<file path="config.mk">
export PLATFORM = sky130hd
export DESIGN_NAME = mem_arbiter
export DESIGN_NICKNAME = d
export VERILOG_FILES = /design/src/rtl/mem_arb_pkg.sv /design/src/rtl/mem_arbiter_rr_pick2.sv /design/src/rtl/mem_arbiter.sv
export SDC_FILE = /design/constraint.sdc
export NUM_CORES = 1
export LEC_CHECK = 0
export ABC_CLOCK_PERIOD_IN_PS = 2500
export CORE_MARGIN = 5
export CORE_UTILIZATION = 37
export CTS_BUF_LIST = sky130_fd_sc_hd__clkbuf_2
export DETAILED_ROUTE_END_ITERATION = 16
export GPL_TIMING_DRIVEN = 0
export HOLD_SLACK_MARGIN = 0.12
export PLACE_DENSITY = 0.78
export SYNTH_ARGS = -nofsm -noshare
export SYNTH_HDL_FRONTEND = slang
export SYNTH_SLANG_ARGS = --single-unit
</file>
<file path="constraint.sdc">
create_clock -name clk -period 2.5 [get_ports clk]
set_input_delay 0.375 -clock clk [delete_from_list [all_inputs] [get_ports clk]]
set_output_delay 0.375 -clock clk [all_outputs]
set_load 0.01 [all_outputs]
</file>
<file path="src/rtl/mem_arb_pkg.sv">
// mem_arb_pkg: shared types and constants for the data-memory arbiter.
//   arb_state_t  : sequencer states (IDLE -> ACCESS -> RESP)
//   PORT_IF/LS   : requester indices (0 = instruction fetch, 1 = load/store)
//   DEF_*        : default geometry of the MIPS data memory
//   other_port() : the port that gets priority after a grant to idx
package mem_arb_pkg;

  typedef enum logic [1:0] {
    IDLE   = 2'd0,
    ACCESS = 2'd1,
    RESP   = 2'd2
  } arb_state_t;

  localparam logic PORT_IF = 1'b0;
  localparam logic PORT_LS = 1'b1;

  localparam int DEF_ADDR_W   = 12;
  localparam int DEF_DATA_W   = 32;
  localparam int DEF_MEM_SIZE = 1024;

  function automatic logic other_port(input logic idx);
    return (idx == PORT_IF) ? PORT_LS : PORT_IF;
  endfunction

endpackage

</file>
<file path="src/rtl/mem_arbiter_rr_pick2.sv">
// rr_pick2: combinational two-way request picker.
//   req0, req1 : pending requests (port 0 = fetch, port 1 = load/store)
//   prio       : port that wins when both request
//   gnt_valid  : at least one request is pending
//   gnt_idx    : winning port index
// Build option ARB_FIXED_PRIORITY_EN: load/store always wins contention and
// prio is ignored.
module rr_pick2
  import mem_arb_pkg::*;
(
  input  logic req0,
  input  logic req1,
  input  logic prio,
  output logic gnt_valid,
  output logic gnt_idx
);

  assign gnt_valid = req0 | req1;

`ifdef ARB_FIXED_PRIORITY_EN
  // prio is kept on the port list so both builds share one instantiation.
  logic unused_prio;
  assign unused_prio = prio;

  assign gnt_idx = req1 ? PORT_LS : PORT_IF;
`else
  always_comb begin
    gnt_idx = PORT_IF;
    if (req0 && req1) gnt_idx = prio;
    else if (req1)    gnt_idx = PORT_LS;
  end
`endif

endmodule

</file>
<file path="src/rtl/mem_arbiter.sv">
// mem_arbiter: two-requester sequencer in front of the single-port data
// memory. Each transaction takes IDLE (grant) -> ACCESS (memory pins driven
// for one cycle) -> RESP (ack pulse), so peak rate is one per 3 cycles.
// Out-of-range writes are suppressed and out-of-range reads return 0; both
// raise err with the ack.
//   clk, rst            : clock, asynchronous active-high reset
//   req/we/addr/wdata N : requester N inputs, held until ackN
//   ackN                : one-cycle completion pulse
//   rdata, err          : shared response, valid only with an ack
//   mem_*               : combinational-memory interface (all registered here)
// Build option ARB_FIXED_PRIORITY_EN: port 1 always wins ties, no prio flop.
module mem_arbiter
  import mem_arb_pkg::*;
#(
  parameter int ADDR_W   = DEF_ADDR_W,
  parameter int DATA_W   = DEF_DATA_W,
  parameter int MEM_SIZE = DEF_MEM_SIZE
) (
  input  logic              clk,
  input  logic              rst,
  input  logic              req0,
  input  logic              req1,
  input  logic              we0,
  input  logic              we1,
  input  logic [ADDR_W-1:0] addr0,
  input  logic [ADDR_W-1:0] addr1,
  input  logic [DATA_W-1:0] wdata0,
  input  logic [DATA_W-1:0] wdata1,
  output logic              ack0,
  output logic              ack1,
  output logic [DATA_W-1:0] rdata,
  output logic              err,
  output logic [ADDR_W-1:0] mem_address,
  output logic              mem_read_enable,
  output logic              mem_write_enable,
  output logic [DATA_W-1:0] mem_data_in,
  input  logic [DATA_W-1:0] mem_data_out,
  input  logic              mem_corrupted
);

  arb_state_t state;

  logic              prio;
  logic              gnt_valid;
  logic              gnt_idx;

  // Winner's request, muxed so it can be latched at the grant edge.
  logic              sel_we;
  logic [ADDR_W-1:0] sel_addr;
  logic [DATA_W-1:0] sel_wdata;
  logic              sel_oor;

  // Latched at grant; consumed at the end of ACCESS.
  logic              lat_idx;
  logic              lat_rd;
  logic              lat_oor;

  rr_pick2 u_pick (
    .req0      (req0),
    .req1      (req1),
    .prio      (prio),
    .gnt_valid (gnt_valid),
    .gnt_idx   (gnt_idx)
  );

  always_comb begin
    sel_we    = gnt_idx ? we1    : we0;
    sel_addr  = gnt_idx ? addr1  : addr0;
    sel_wdata = gnt_idx ? wdata1 : wdata0;
    // Widen both sides so MEM_SIZE >= 2**ADDR_W cannot truncate.
    sel_oor   = 64'(sel_addr) >= 64'(MEM_SIZE);
  end

`ifdef ARB_FIXED_PRIORITY_EN
  assign prio = PORT_LS;
`else
  // Port 1 wins the first tie after reset; every grant hands priority over.
  always_ff @(posedge clk or posedge rst) begin
    if (rst)                          prio <= PORT_LS;
    else if (state == IDLE && gnt_valid) prio <= other_port(gnt_idx);
  end
`endif

  // All outputs are flops, so an async reset drops the memory enables at
  // once and aborts any transaction without an ack.
  always_ff @(posedge clk or posedge rst) begin
    if (rst) begin
      state            <= IDLE;
      lat_idx          <= PORT_IF;
      lat_rd           <= 1'b0;
      lat_oor          <= 1'b0;
      ack0             <= 1'b0;
      ack1             <= 1'b0;
      rdata            <= '0;
      err              <= 1'b0;
      mem_address      <= '0;
      mem_read_enable  <= 1'b0;
      mem_write_enable <= 1'b0;
      mem_data_in      <= '0;
    end else begin
      unique case (state)
        IDLE: begin
          if (gnt_valid) begin
            state            <= ACCESS;
            lat_idx          <= gnt_idx;
            lat_rd           <= ~sel_we;
            lat_oor          <= sel_oor;
            mem_address      <= sel_addr;
            mem_read_enable  <= ~sel_we & ~sel_oor;
            mem_write_enable <=  sel_we & ~sel_oor;
            mem_data_in      <= (sel_we && !sel_oor) ? sel_wdata : '0;
          end
        end
        ACCESS: begin
          state            <= RESP;
          rdata            <= (lat_rd && !lat_oor) ? mem_data_out : '0;
          err              <= lat_oor | (lat_rd & mem_corrupted);
          ack0             <= (lat_idx == PORT_IF);
          ack1             <= (lat_idx == PORT_LS);
          mem_address      <= '0;
          mem_read_enable  <= 1'b0;
          mem_write_enable <= 1'b0;
          mem_data_in      <= '0;
        end
        RESP: begin
          // rdata/err hold until the next ACCESS overwrites them.
          state <= IDLE;
          ack0  <= 1'b0;
          ack1  <= 1'b0;
        end
        default: state <= IDLE;
      endcase
    end
  end

endmodule

</file>
==> summary.md, run 1 <==
| Metric | Value |
|---|---|
| Post-Syn Area | `between 4000 and 5000 um2` |
| # placed instances | `734` |
| Final min period | `2.00 ns` |
| Grt met3 use | `5.05%` |
| M2 GR Usage | `32.7%` |
| Global-route wire length before repair | `20900 um` |
| Most used routing layer | `met2` |
| First-pass detailed-route iteration total | `4` |
| Routed WL | `12800 um` |
| CTS tree | `built` |
| Initial DRC count | `233` |
| Min Hold Slack | `0.359 ns` |
| Die area | `13200 um2` |
| Register area share after synthesis | `53.5%` |
| Starting Density | `37.7%` |
| Most frequent cells in the layout | `207 x clkdlybuf4s50_1, 86 x dfrtp_1, 44 x o2bb2ai_1` |
| Drt via density | `5.08` |
| Layout Nets | `736` |
| CTS max path bufs | `2` |
| R2R depth | `6` |
| Initial antenna violation count | `0` |
| Final setup viols | `0` |
| Htree depth | `3` |
| Area added between synthesis and finish | `59.7%` |
| WHS Path Cells | `3` |
| DPL Wire Length | `just under 10000 um` |
| Post-CTS setup buffer count | `0` |
| Die Width | `115 um` |
| Average cell area after synthesis | `approximately 11 um2` |
| Pre-CTS setup slack | `0.134 ns` |
| Unrepaired setup endpoints after global routing | `false` |
| M1 GR Usage | `24.9%` |
| Core area | `approximately 11000 um2` |
| Root Buffer | `clkbuf_2` |
| Syn nets | `roughly 520` |
| Slew @ Worst Pin | `about 0.5 ns` |
| DR vias | `3818` |
| Power Dens Cells | `851 nW/um2` |
| Commonest non-fill, non-tap cell in the layout | `clkdlybuf4s50_1` |
| Critical Path AT | `~2.5 ns` |
| CTS Buf Count | `9` |
| Final WS setup | `approximately 0.50 ns` |
| Crit Path Class | `register to register` |
| Ant diodes | `0` |
| HP Class | `primary input to register` |
| Outcome | `finished, final reports clean` |
| CTS sink cnt | `87` |
| Total Neg Setup Slack | `0 ns` |
| Wire per inst | `17.0 um` |
| MaxCap Viol Count | `0` |
| Worst EP required | `2.95 ns` |
| Fin. Hold Viols | `0` |
| Finished Layout Cells | `751` |
| Synthesized flop and latch total | `87` |
| Util after Layout | `60.2%` |
| Worst-path fanout max | `10` |
| Final RePlAce weighted congestion | `0.803` |
| Ratio of cells with drive above 1 in the final layout | `6.87%` |
| CP endpoint kind | `register` |
| Grt ovf | `0` |
| Final antenna-violating net count | `0` |
| Largest net degree at the start of global routing | `40` |
| Worst-Skew Late Latency | `0.53 ns` |
| Worst Skew | `between 0.02 and 0.03 ns` |
| Slew Viols, Final | `0` |
| Die Height | `~110 um` |
| Vias in the first global route | `4113` |
| Lkg Pwr | `roughly 0.0026 uW` |
| Peak Freq | `499 MHz` |
| I/O Pins | `between 200 and 250` |
| Clk slew on worst S/H paths | `roughly 0.24 ns` |
| Drt drc | `0` |
| Yosys cell types | `34` |
| Post_cts resized | `0` |
| Post-Syn Instances | `just under 400` |
| Worst vdd rail ir drop | `0.400 mV` |
| Num rows | `38` |
| Fin crit share | `80.2%` |
| I/O Buffers | `207` |
| Worst Setup Start Kind | `register` |
| Slew margin rel. | `65.7%` |
| Synth Warn # | `0` |
| Total GRT Usage | `19.6%` |
[repair_timing]
| action | CTS | global route |
|---|---|---|
| hold endpoints to repair | 11 | 0 |
| hold buffers | 1 | 0 |
| setup endpoints to repair | 0 | 0 |
[final timing paths]
path	startpoint	to	slack, ns
worst max-delay path	state[1]	mem_data_in[11]	0.50
worst min-delay path	mem_data_out[8]	rdata[8]	0.36
worst max register to register	state[1]	mem_data_in[11]	0.50
worst min register to register	mem_address[8]	mem_address[8]	0.52
max in group asynchronous	rst	rdata[26]	1.07
min in group asynchronous	rst	mem_address[4]	0.68
[synth_stat cells]
| master | count | area, um2 |
|---|---|---|
| o2bb2ai_2 | 2 | 30.0 |
| a21oi_1 | 4 | 20.0 |
| clkbuf_1 | 24 | 90.1 |
| and4_2 | 3 | 30.0 |
| dfrtp_1 | 86 | 2150 |
| a211o_1 | 1 | 8.76 |
| mux2i_1 | 12 | 120 |
| buf_2 | 8 | 40.0 |
| dfstp_2 | 1 | 26.3 |
| mux2_1 | 1 | 11.3 |
| o21ai_0 | 36 | 180 |
| a31oi_1 | 32 | 200 |
| ha_1 | 3 | 37.5 |
| mux2_2 | 2 | 22.5 |
| nor2b_1 | 2 | 12.5 |
| nand2b_1 | 1 | 6.26 |
| buf_6 | 1 | 11.3 |
| o2bb2ai_1 | 44 | 385 |
| and3b_1 | 1 | 8.76 |
| and2_2 | 1 | 7.51 |
| nand2_2 | 1 | 6.26 |
| nor3_1 | 2 | 10.0 |
| or2_1 | 1 | 6.26 |
| o31ai_1 | 1 | 7.51 |
| inv_1 | 36 | 135 |
| and4_1 | 29 | 254 |
| nor2_1 | 4 | 15.0 |
| nand2_1 | 37 | 139 |
| and3_4 | 1 | 11.3 |
| buf_8 | 3 | 45.0 |
| a211oi_1 | 1 | 7.51 |
| a21boi_0 | 1 | 7.51 |
| o21ai_2 | 2 | 17.5 |
| nand3b_1 | 1 | 7.51 |
[cells by family after synthesis]
group	count (synthesis)	share of synthesized area (%)
buffers and inverters	72	7.90
flip-flops	87	53.5
AO/OA/AOI/OAI	124	21.2
multiplexers	15	3.78
AND/OR/NAND/NOR	84	12.6
adder cells (fa/ha/maj)	3	0.922
[power by group]
| group | switching (uW) | internal, uW |
|---|---|---|
| Combinational | 1290 | 1330 |
| Sequential | 253 | 1870 |
| Clock | 464 | 332 |
[worst max-delay path: stages (launching register included)]
cell       delay, ns
dfrtp_1         0.42
inv_1           0.08
ha_1            0.19
buf_2           0.18
o21ai_2         0.44
clkbuf_1        0.44
o2bb2ai_1       0.18
[metrics by stage]
step / instance area (um2) / power, uW
2_1_floorplan: 4070 / 3360
3_3_place_gp: 6320 / 4710
4_1_cts: 6500 / 5610
5_1_grt: 6500 / 5940
3_5_place_dp: 6360 / 4800
6_report: 6500 / 5530
[sequential cells by signal, summed over array words and instances (netlist names)]
register          cells
ack0                  1
ack1                  1
err                   1
lat_idx               1
lat_oor               1
lat_rd                1
mem_address          12
mem_data_in          32
mem_read_enable       1
mem_write_enable      1
prio                  1
rdata                32
state                 2
[metal layers]
metal  share of wire, %  routed length, um
met1                 41               5250
met3                7.8                991
met2                 49               6250
met4                2.2                286
met5                  0                  0
[cell type report]
type / instances / area [um2]
plain buffers: 36 / 186
clock buffers: 11 / 55.1
clock inverters: 5 / 72.6
fillers: 939 / 4290
inverters: 36 / 139
multi-input cells: 226 / 1570
flip-flops and latches: 87 / 2180
well taps: 140 / 175
repair buffers: 210 / 2120
No activity file was read; power rests on OpenSTA's default activity.
==> run 2: changes to the inputs <==
--- a/config.mk
+++ b/config.mk
@@ -5,14 +5,14 @@
 export SDC_FILE = /design/constraint.sdc
 export NUM_CORES = 1
 export LEC_CHECK = 0
-export ABC_CLOCK_PERIOD_IN_PS = 2500
+export ABC_CLOCK_PERIOD_IN_PS = 2000
 export CORE_MARGIN = 5
-export CORE_UTILIZATION = 37
+export CORE_UTILIZATION = 41
 export CTS_BUF_LIST = sky130_fd_sc_hd__clkbuf_2
 export DETAILED_ROUTE_END_ITERATION = 16
 export GPL_TIMING_DRIVEN = 0
 export HOLD_SLACK_MARGIN = 0.12
-export PLACE_DENSITY = 0.78
+export PLACE_DENSITY = 0.82
 export SYNTH_ARGS = -nofsm -noshare
 export SYNTH_HDL_FRONTEND = slang
 export SYNTH_SLANG_ARGS = --single-unit
==> constraint.sdc (replaced) <==
create_clock -name clk -period 2 [get_ports clk]
set_input_delay 0.3 -clock clk [delete_from_list [all_inputs] [get_ports clk]]
set_output_delay 0.3 -clock clk [all_outputs]
set_load 0.01 [all_outputs]
==> run 2 against run 1 <==
Compared with the run above: clock power is 14% higher; critical path depth is 2 higher; sequential share of layout area is 0.097 points lower; power is 26% higher; register-to-register slack worse by 0.39 ns.
==> summary.md, run 2 (synthesis results as in run 1) <==
| Metric | Value |
|---|---|
| Outcome | `finished, final reports clean` |
| Worst reg2reg path endpoint | `mem_data_in[24]` |
| Drt via density | `5.22` |
| Global-route wire length before repair | `20500 um` |
| CTS max path bufs | `2` |
| Worst Skew | `about 0.028 ns` |
| Initial antenna violation count | `0` |
| CTS sink cnt | `87` |
| Die area | `12000 um2` |
| Fin crit share | `94.9%` |
| CP endpoint kind | `register` |
| Drt drc | `0` |
| Critical Path AT | `2.36 ns` |
| Largest net degree at the start of global routing | `between 40 and 50` |
| Die Height | `110 um` |
| Num rows | `36` |
| Worst EP required | `approximately 2.5 ns` |
| WHS Path Cells | `3` |
| Starting Density | `41.8%` |
| Ratio of cells with drive above 1 in the final layout | `8.82%` |
| Slew @ Worst Pin | `0.472 ns` |
| Worst Setup Start Kind | `register` |
| # fillers | `811` |
| Vias in the first global route | `4045` |
| Root Buffer | `clkbuf_2` |
| Worst-Skew Late Latency | `about 0.54 ns` |
| Grt ovf | `0` |
| R2R Setup Slk | `0.10 ns` |
| Hold path startpoint | `mem_data_out[23]` |
| Total GRT Usage | `approximately 22%` |
| HP Class | `primary input to register` |
| Area added between synthesis and finish | `60.1%` |
| Core area | `~9700 um2` |
| Ant diodes | `0` |
| Layout Nets | `737` |
| Slew margin rel. | `68.6%` |
| MaxCap Viol Count | `0` |
| Unrepaired setup endpoints after global routing | `true` |
| R2R depth | `8` |
| Slew Viols, Final | `0` |
| Final RePlAce weighted congestion | `0.890` |
| I/O Buffers | `207` |
| Peak Freq | `527 MHz` |
| CTS tree | `built` |
| Wire per inst | `18.1 um` |
| Die Width | `110 um` |
| CTS Buf Count | `9` |
| DPL Wire Length | `10400 um` |
| Routed WL | `around 14000 um` |
| First-pass detailed-route iteration total | `4` |
| Crit Path Class | `register to register` |
| Final setup viols | `0` |
| Clk slew on worst S/H paths | `approximately 0.25 ns` |
| Regs by FF count | `mem_data_in x32, rdata x32, mem_address x12` |
| Fin. Hold Viols | `0` |
| Final min period | `roughly 1.9 ns` |
| Power Dens Cells | `1070 nW/um2` |
| Min Hold Slack | `0.265 ns` |
| Initial DRC count | `between 200 and 250` |
| Final antenna-violating net count | `0` |
| Pre-CTS setup slack | `-0.297 ns` |
| Commonest non-fill, non-tap cell in the layout | `clkdlybuf4s50_1` |
| R2r startpoint | `state[1]` |
| Worst vdd rail ir drop | `0.561 mV` |
| DR vias | `3886` |
| Final WS setup | `0.101 ns` |
| Hold Path Sink | `rdata[23]` |
| I/O Pins | `208` |
| Htree depth | `3` |
| Most frequent cells in the layout | `207 x clkdlybuf4s50_1, 86 x dfrtp_1, 44 x o2bb2ai_1` |
| Worst-path fanout max | `10` |
| Lkg Pwr | `around 0.0027 uW` |
## run 2: changes by cell type in the layout (fill, tap and decap cells not counted), moves of 2 or more
cell	change
clkinvlp_4	+2
clkinv_1	-2
clkbuf_1	-5
clkbuf_2	+3
## run 2: cell type report
cell class	count	area (um2)	area share [%]
sequential	87	2180	33.4
inverter	36	139	2.13
timing repair buffer	211	2130	32.7
multi-input combinational	226	1600	24.5
clock inverter	5	58.8	0.902
clock buffer	11	55.1	0.845
tap	133	166	2.55
buffer	36	195	2.99
## run 2: metrics by stage
| step | power, uW | area (um2) | instances | setup TNS [ns] | utilization [%] |
|---|---|---|---|---|---|
| 2_1_floorplan | 4200 | 4070 | 385 | 0 | - |
| 3_3_place_gp | 5900 | 6310 | 725 | -27.95 | 64.9 |
| 3_5_place_dp | 6030 | 6350 | 727 | -9.59 | 65.3 |
| 4_1_cts | 6960 | 6480 | 744 | 0 | 66.6 |
| 5_1_grt | 7420 | 6520 | 745 | -0.135 | 67.0 |
| 6_report | 6980 | 6520 | 745 | 0 | 67.0 |
## run 2: worst max path at each step
stage               cells past startpoint  startpoint  slack, ns               to
CTS                                     8    state[0]      0.003  mem_data_in[11]
finish                                  8    state[1]       0.10  mem_data_in[24]
global route                            8    state[1]      -0.03        rdata[16]
global placement                        2         rst      -0.25  mem_data_in[11]
detailed placement                      7        req1      -0.30  mem_data_in[15]
floorplan                               8    state[0]       0.29  mem_data_in[20]
## run 2: where the power goes
group	switching, uW	internal (uW)	total, uW
Sequential	317	2330	2650
Clock	613	298	911
Combinational	1690	1730	3420
Total	2620	4370	6980
## run 2: critical path: stages, from the launching register on
cell and delay [ns]:
dfrtp_1 0.44, inv_1 0.12, ha_4 0.18, o21ai_2 0.11
or2_4 0.27, a211o_1 0.24, buf_6 0.15, buf_8 0.14
o2bb2ai_1 0.16
## run 2: repair_timing
action,4_1_cts,5_1_grt
hold endpoints to repair,17,0
buffers inserted,0,1
resized for setup,2,15
endpoints found under the setup margin,20,70
hold buffers,1,0
## run 2: metal layers
| metal | vias up | global-route usage (%) | part of all wire (%) |
|---|---|---|---|
| met2 | 135 | 37.8 | 51 |
| met3 | 14 | 5.70 | 6.2 |
| met1 | 1898 | 27.4 | 41 |
| met5 | - | 0 | 0 |
| li1 | 1839 | - | - |
| met4 | 0 | 6.86 | 1.7 |
==> run 3: changes to the inputs <==
--- a/config.mk
+++ b/config.mk
@@ -5,6 +5,7 @@
 export SDC_FILE = /design/constraint.sdc
 export NUM_CORES = 1
 export LEC_CHECK = 0
+export ABC_AREA = 0
 export ABC_CLOCK_PERIOD_IN_PS = 2000
 export CORE_MARGIN = 5
 export CORE_UTILIZATION = 41
==> results of run 3 <==
Same layout as run 2: the final DEF is identical, and so are final timing and power.
==> RTL change 1 (settings of run 3) <==
`DEF_DATA_W`: 32 -> 36.
--- a/src/rtl/mem_arb_pkg.sv
+++ b/src/rtl/mem_arb_pkg.sv
@@ -15,7 +15,7 @@
   localparam logic PORT_LS = 1'b1;
 
   localparam int DEF_ADDR_W   = 12;
-  localparam int DEF_DATA_W   = 32;
+  localparam int DEF_DATA_W   = 36;
   localparam int DEF_MEM_SIZE = 1024;
 
   function automatic logic other_port(input logic idx);
Interface: changed (5 resized); port bits go from 208 to 228. The function was not compared with the original's and may differ.
==> RTL change 1 against run 3 <==
  * Sequential cell count up 8
  * Area after synthesis up 10%
  * Routed wire length up 12%
  * Cell area up 10%
  * Total power up 11%
  * Synthesized cell count up 9.1%
  * Setup slack better by 0.0022 ns
  * Count of clock-buffer cells in the layout down 2
  * Sequential power up 10%
==> RTL change 1: results (changes against run 3) <==
[yosys]
synth_fa_ha_area_frac=0.00836  ; was 0.00922
netlist_instances=420  ; was 385
synth_common_cells=dfrtp_1, nand2_1, inv_1, o21ai_0  ; was dfrtp_1, o2bb2ai_1, nand2_1, inv_1, o21ai_0
syn_nets=562  ; was 515

[route]
met2_length_um=7110  ; was 6950 um
wl_met1_um=6170  ; was 5490 um
wl_um=15100  ; was 13500 um
met3_length_um=1410  ; was 832 um

[cts]
ctsResizeCount=8  ; was 2
clkLatencyLatePin_ns=0.56  ; was 0.54 ns
clk_pin_slew_worst_paths_ns=0.27  ; was 0.25 ns

[place]
placed_cells=789  ; was 727
portBuffers=227  ; was 207
pre_cts_ws_ns=-0.278  ; was -0.297 ns
dpl.hpwl_um=11700  ; was 10400 um
placed_area_um2=6980  ; was 6350 um2

[power]
cellInternalPower_mw=4.82  ; was 4.37 mW
pwr-share-comb=0.483  ; was 0.490
peakVddDrop_mv=0.708  ; was 0.561 mV

[cells_and_area]
fillers=821  ; was 811
instances_no_fill=807  ; was 745
drive_gt1_frac=0.0946  ; was 0.0882
reg_top3=mem_data_in x36, rdata x36, mem_address x12  ; was mem_data_in x32, rdata x32, mem_address x12
syn_to_final_growth_pct=59.9  ; was 60.1%

[critical_path]
worstPathArrival_ns=2.40  ; was 2.36 ns
max_stage_delay_ns=0.46  ; was 0.44 ns

[timing]
slew_headroom=0.605  ; was 0.686
hold_ws_ns=0.256  ; was 0.265 ns
skew_ns=0.0261  ; was 0.0276 ns

[global_route]
grt_max_degree=39  ; was 42
grt_use_total=0.229  ; was 0.221
grt_use_met2=0.389  ; was 0.378
grt_pass1_vias=4622  ; was 4045
antenna_found_initial=1  ; was 0

[run_status]
status=complete, no violations  ; unchanged

[RTL change 1: cell types whose count changed in the layout (fill, tap and decap cells not counted), sizes merged, moves of 6 or more]
| cell | change |
|---|---|
| clkdlybuf4s50 | +20 |
| buf | -6 |
| dfrtp | +8 |
| clkbuf | +6 |
| inv | +6 |
[RTL change 1: area by class of cell]
type | instances | share of cell area
Sequential cell | 95 | 0.331
Antenna cell | 1 | 0.000348
Multi-Input combinational cell | 246 | 0.254
Buffer | 38 | 0.0247
Tap cell | 140 | 0.0244
Clock buffer | 9 | 0.00627
Inverter | 40 | 0.0214
Timing Repair Buffer | 231 | 0.324
Clock inverter | 7 | 0.0129
[RTL change 1: worst paths after layout]
kind,startpoint,endpoint,depth (start not counted)
setup / recovery,state[1],mem_data_in[8],8
hold / removal,mem_data_out[34],rdata[34],3
setup reg to reg,state[1],mem_data_in[8],8
hold reg to reg,mem_address[8],mem_address[8],1
max in group asynchronous,rst,prio,4
min in group asynchronous,rst,rdata[9],3
==> RTL change 2 (config.mk and constraints of run 3) <==
Without the edit above. Reset style: synchronous (`rst`), changed in 2 clocked blocks. Comments in the files are not updated.
--- a/src/rtl/mem_arbiter.sv
+++ b/src/rtl/mem_arbiter.sv
@@ -75,7 +75,7 @@
   assign prio = PORT_LS;
 `else
   // Port 1 wins the first tie after reset; every grant hands priority over.
-  always_ff @(posedge clk or posedge rst) begin
+  always_ff @(posedge clk) begin
     if (rst)                          prio <= PORT_LS;
     else if (state == IDLE && gnt_valid) prio <= other_port(gnt_idx);
   end
@@ -83,7 +83,7 @@
 
   // All outputs are flops, so an async reset drops the memory enables at
   // once and aborts any transaction without an ack.
-  always_ff @(posedge clk or posedge rst) begin
+  always_ff @(posedge clk) begin
     if (rst) begin
       state            <= IDLE;
       lat_idx          <= PORT_IF;
Function: differs if rst is asserted again (counterexample within 4 cycles, from zero or initial values and one cycle with rst high); with rst held inactive, the same outputs for 10 cycles.
==> RTL change 2 against run 3 <==
  * Fmax grew 2.7%
  * Area after synthesis shrank 9.7%
  * Sequential cell count is the same
  * Setup slack gained 0.050 ns
  * Count of clock-buffer cells in the layout shrank 2
  * Routed wire length shrank 14%
  * Cell area shrank 7.9%
  * Largest cell class unchanged
  * Highest routed layer unchanged
Power is not compared: it rests on default switching activity, and its combinational part moved more than twofold at a synthesized area within 25%.
==> RTL change 2: results (changes against run 3) <==
[timing]
tightest_slew_ns=0.506  ; was 0.472 ns
period_share=0.924  ; was 0.949

[route]
met2_length_um=5440  ; was 6950 um
wl_met1_um=4750  ; was 5490 um

[yosys]
synthArstFlopShare=0  ; was 1.00
synthDistinctLibCells=37  ; was 34
seq_area_frac_synth=0.474  ; was 0.535
ys_top_cells_by_area=dfxtp_1, mux2i_1, a21oi_1  ; was dfrtp_1, o2bb2ai_1, and4_1

[critical_path]
path_delay_family=simple AND/OR/NAND/NOR gates  ; was compound AO/OA/AOI/OAI gates
rrSetupSlack_ns=0.15  ; was 0.10 ns
max_stage_delay_ns=0.41  ; was 0.44 ns

[place]
pre_cts_ws_ns=-0.239  ; was -0.297 ns
dpl.hpwl_um=9200  ; was 10400 um
portBuffers=206  ; was 207
placed_cells=707  ; was 727
gp_congestion=0.792  ; was 0.890

[global_route]
use_met1=0.237  ; was 0.274
grtUsageMet3=0.0894  ; was 0.0570

[cells_and_area]
fin_nets=740  ; was 737
drive_gt1_frac=0.0748  ; was 0.0882
instances_no_fill=723  ; was 745

[worst_hold_path]
hp-start=req1  ; was mem_data_out[23]

[run_status]
status=complete, no violations  ; unchanged

[cts]
ctsResizeCount=1  ; was 2
clk_pin_slew_worst_paths_ns=0.23  ; was 0.25 ns
clkLatencyLatePin_ns=0.50  ; was 0.54 ns

## RTL change 2: logic make-up (layout without fill, tap and decap cells)
logic type,after synthesis,count (layout),share of synthesized area
buffers and inverters,35,257,0.0459
DFF,87,87,0.474
adders and majority gates,3,3,0.0102
AOI/OAI and AO/OA,119,119,0.219
and+or+nand+nor,115,115,0.158
muxes,34,34,0.0925
## RTL change 2: report_power, final
| part | leakage [nW] | internal, mW | switching (mW) |
|---|---|---|---|
| combinational | 1.56 | 0.482 | 0.357 |
| clock | 0.0520 | 0.163 | 0.603 |
| sequential | 0.705 | 1.81 | 0.0390 |
| total | 2.32 | 2.45 | 1.00 |
## RTL change 2: cell type report
cell class | instances | area [um2]
clock buffer | 9 | 45.0
timing repair buffer | 206 | 2060
multi-input combinational | 271 | 1790
fill | 702 | 2720
buffer | 32 | 163
clock inverter | 7 | 48.8
tap | 108 | 135
sequential | 87 | 1740
inverter | 3 | 11.3
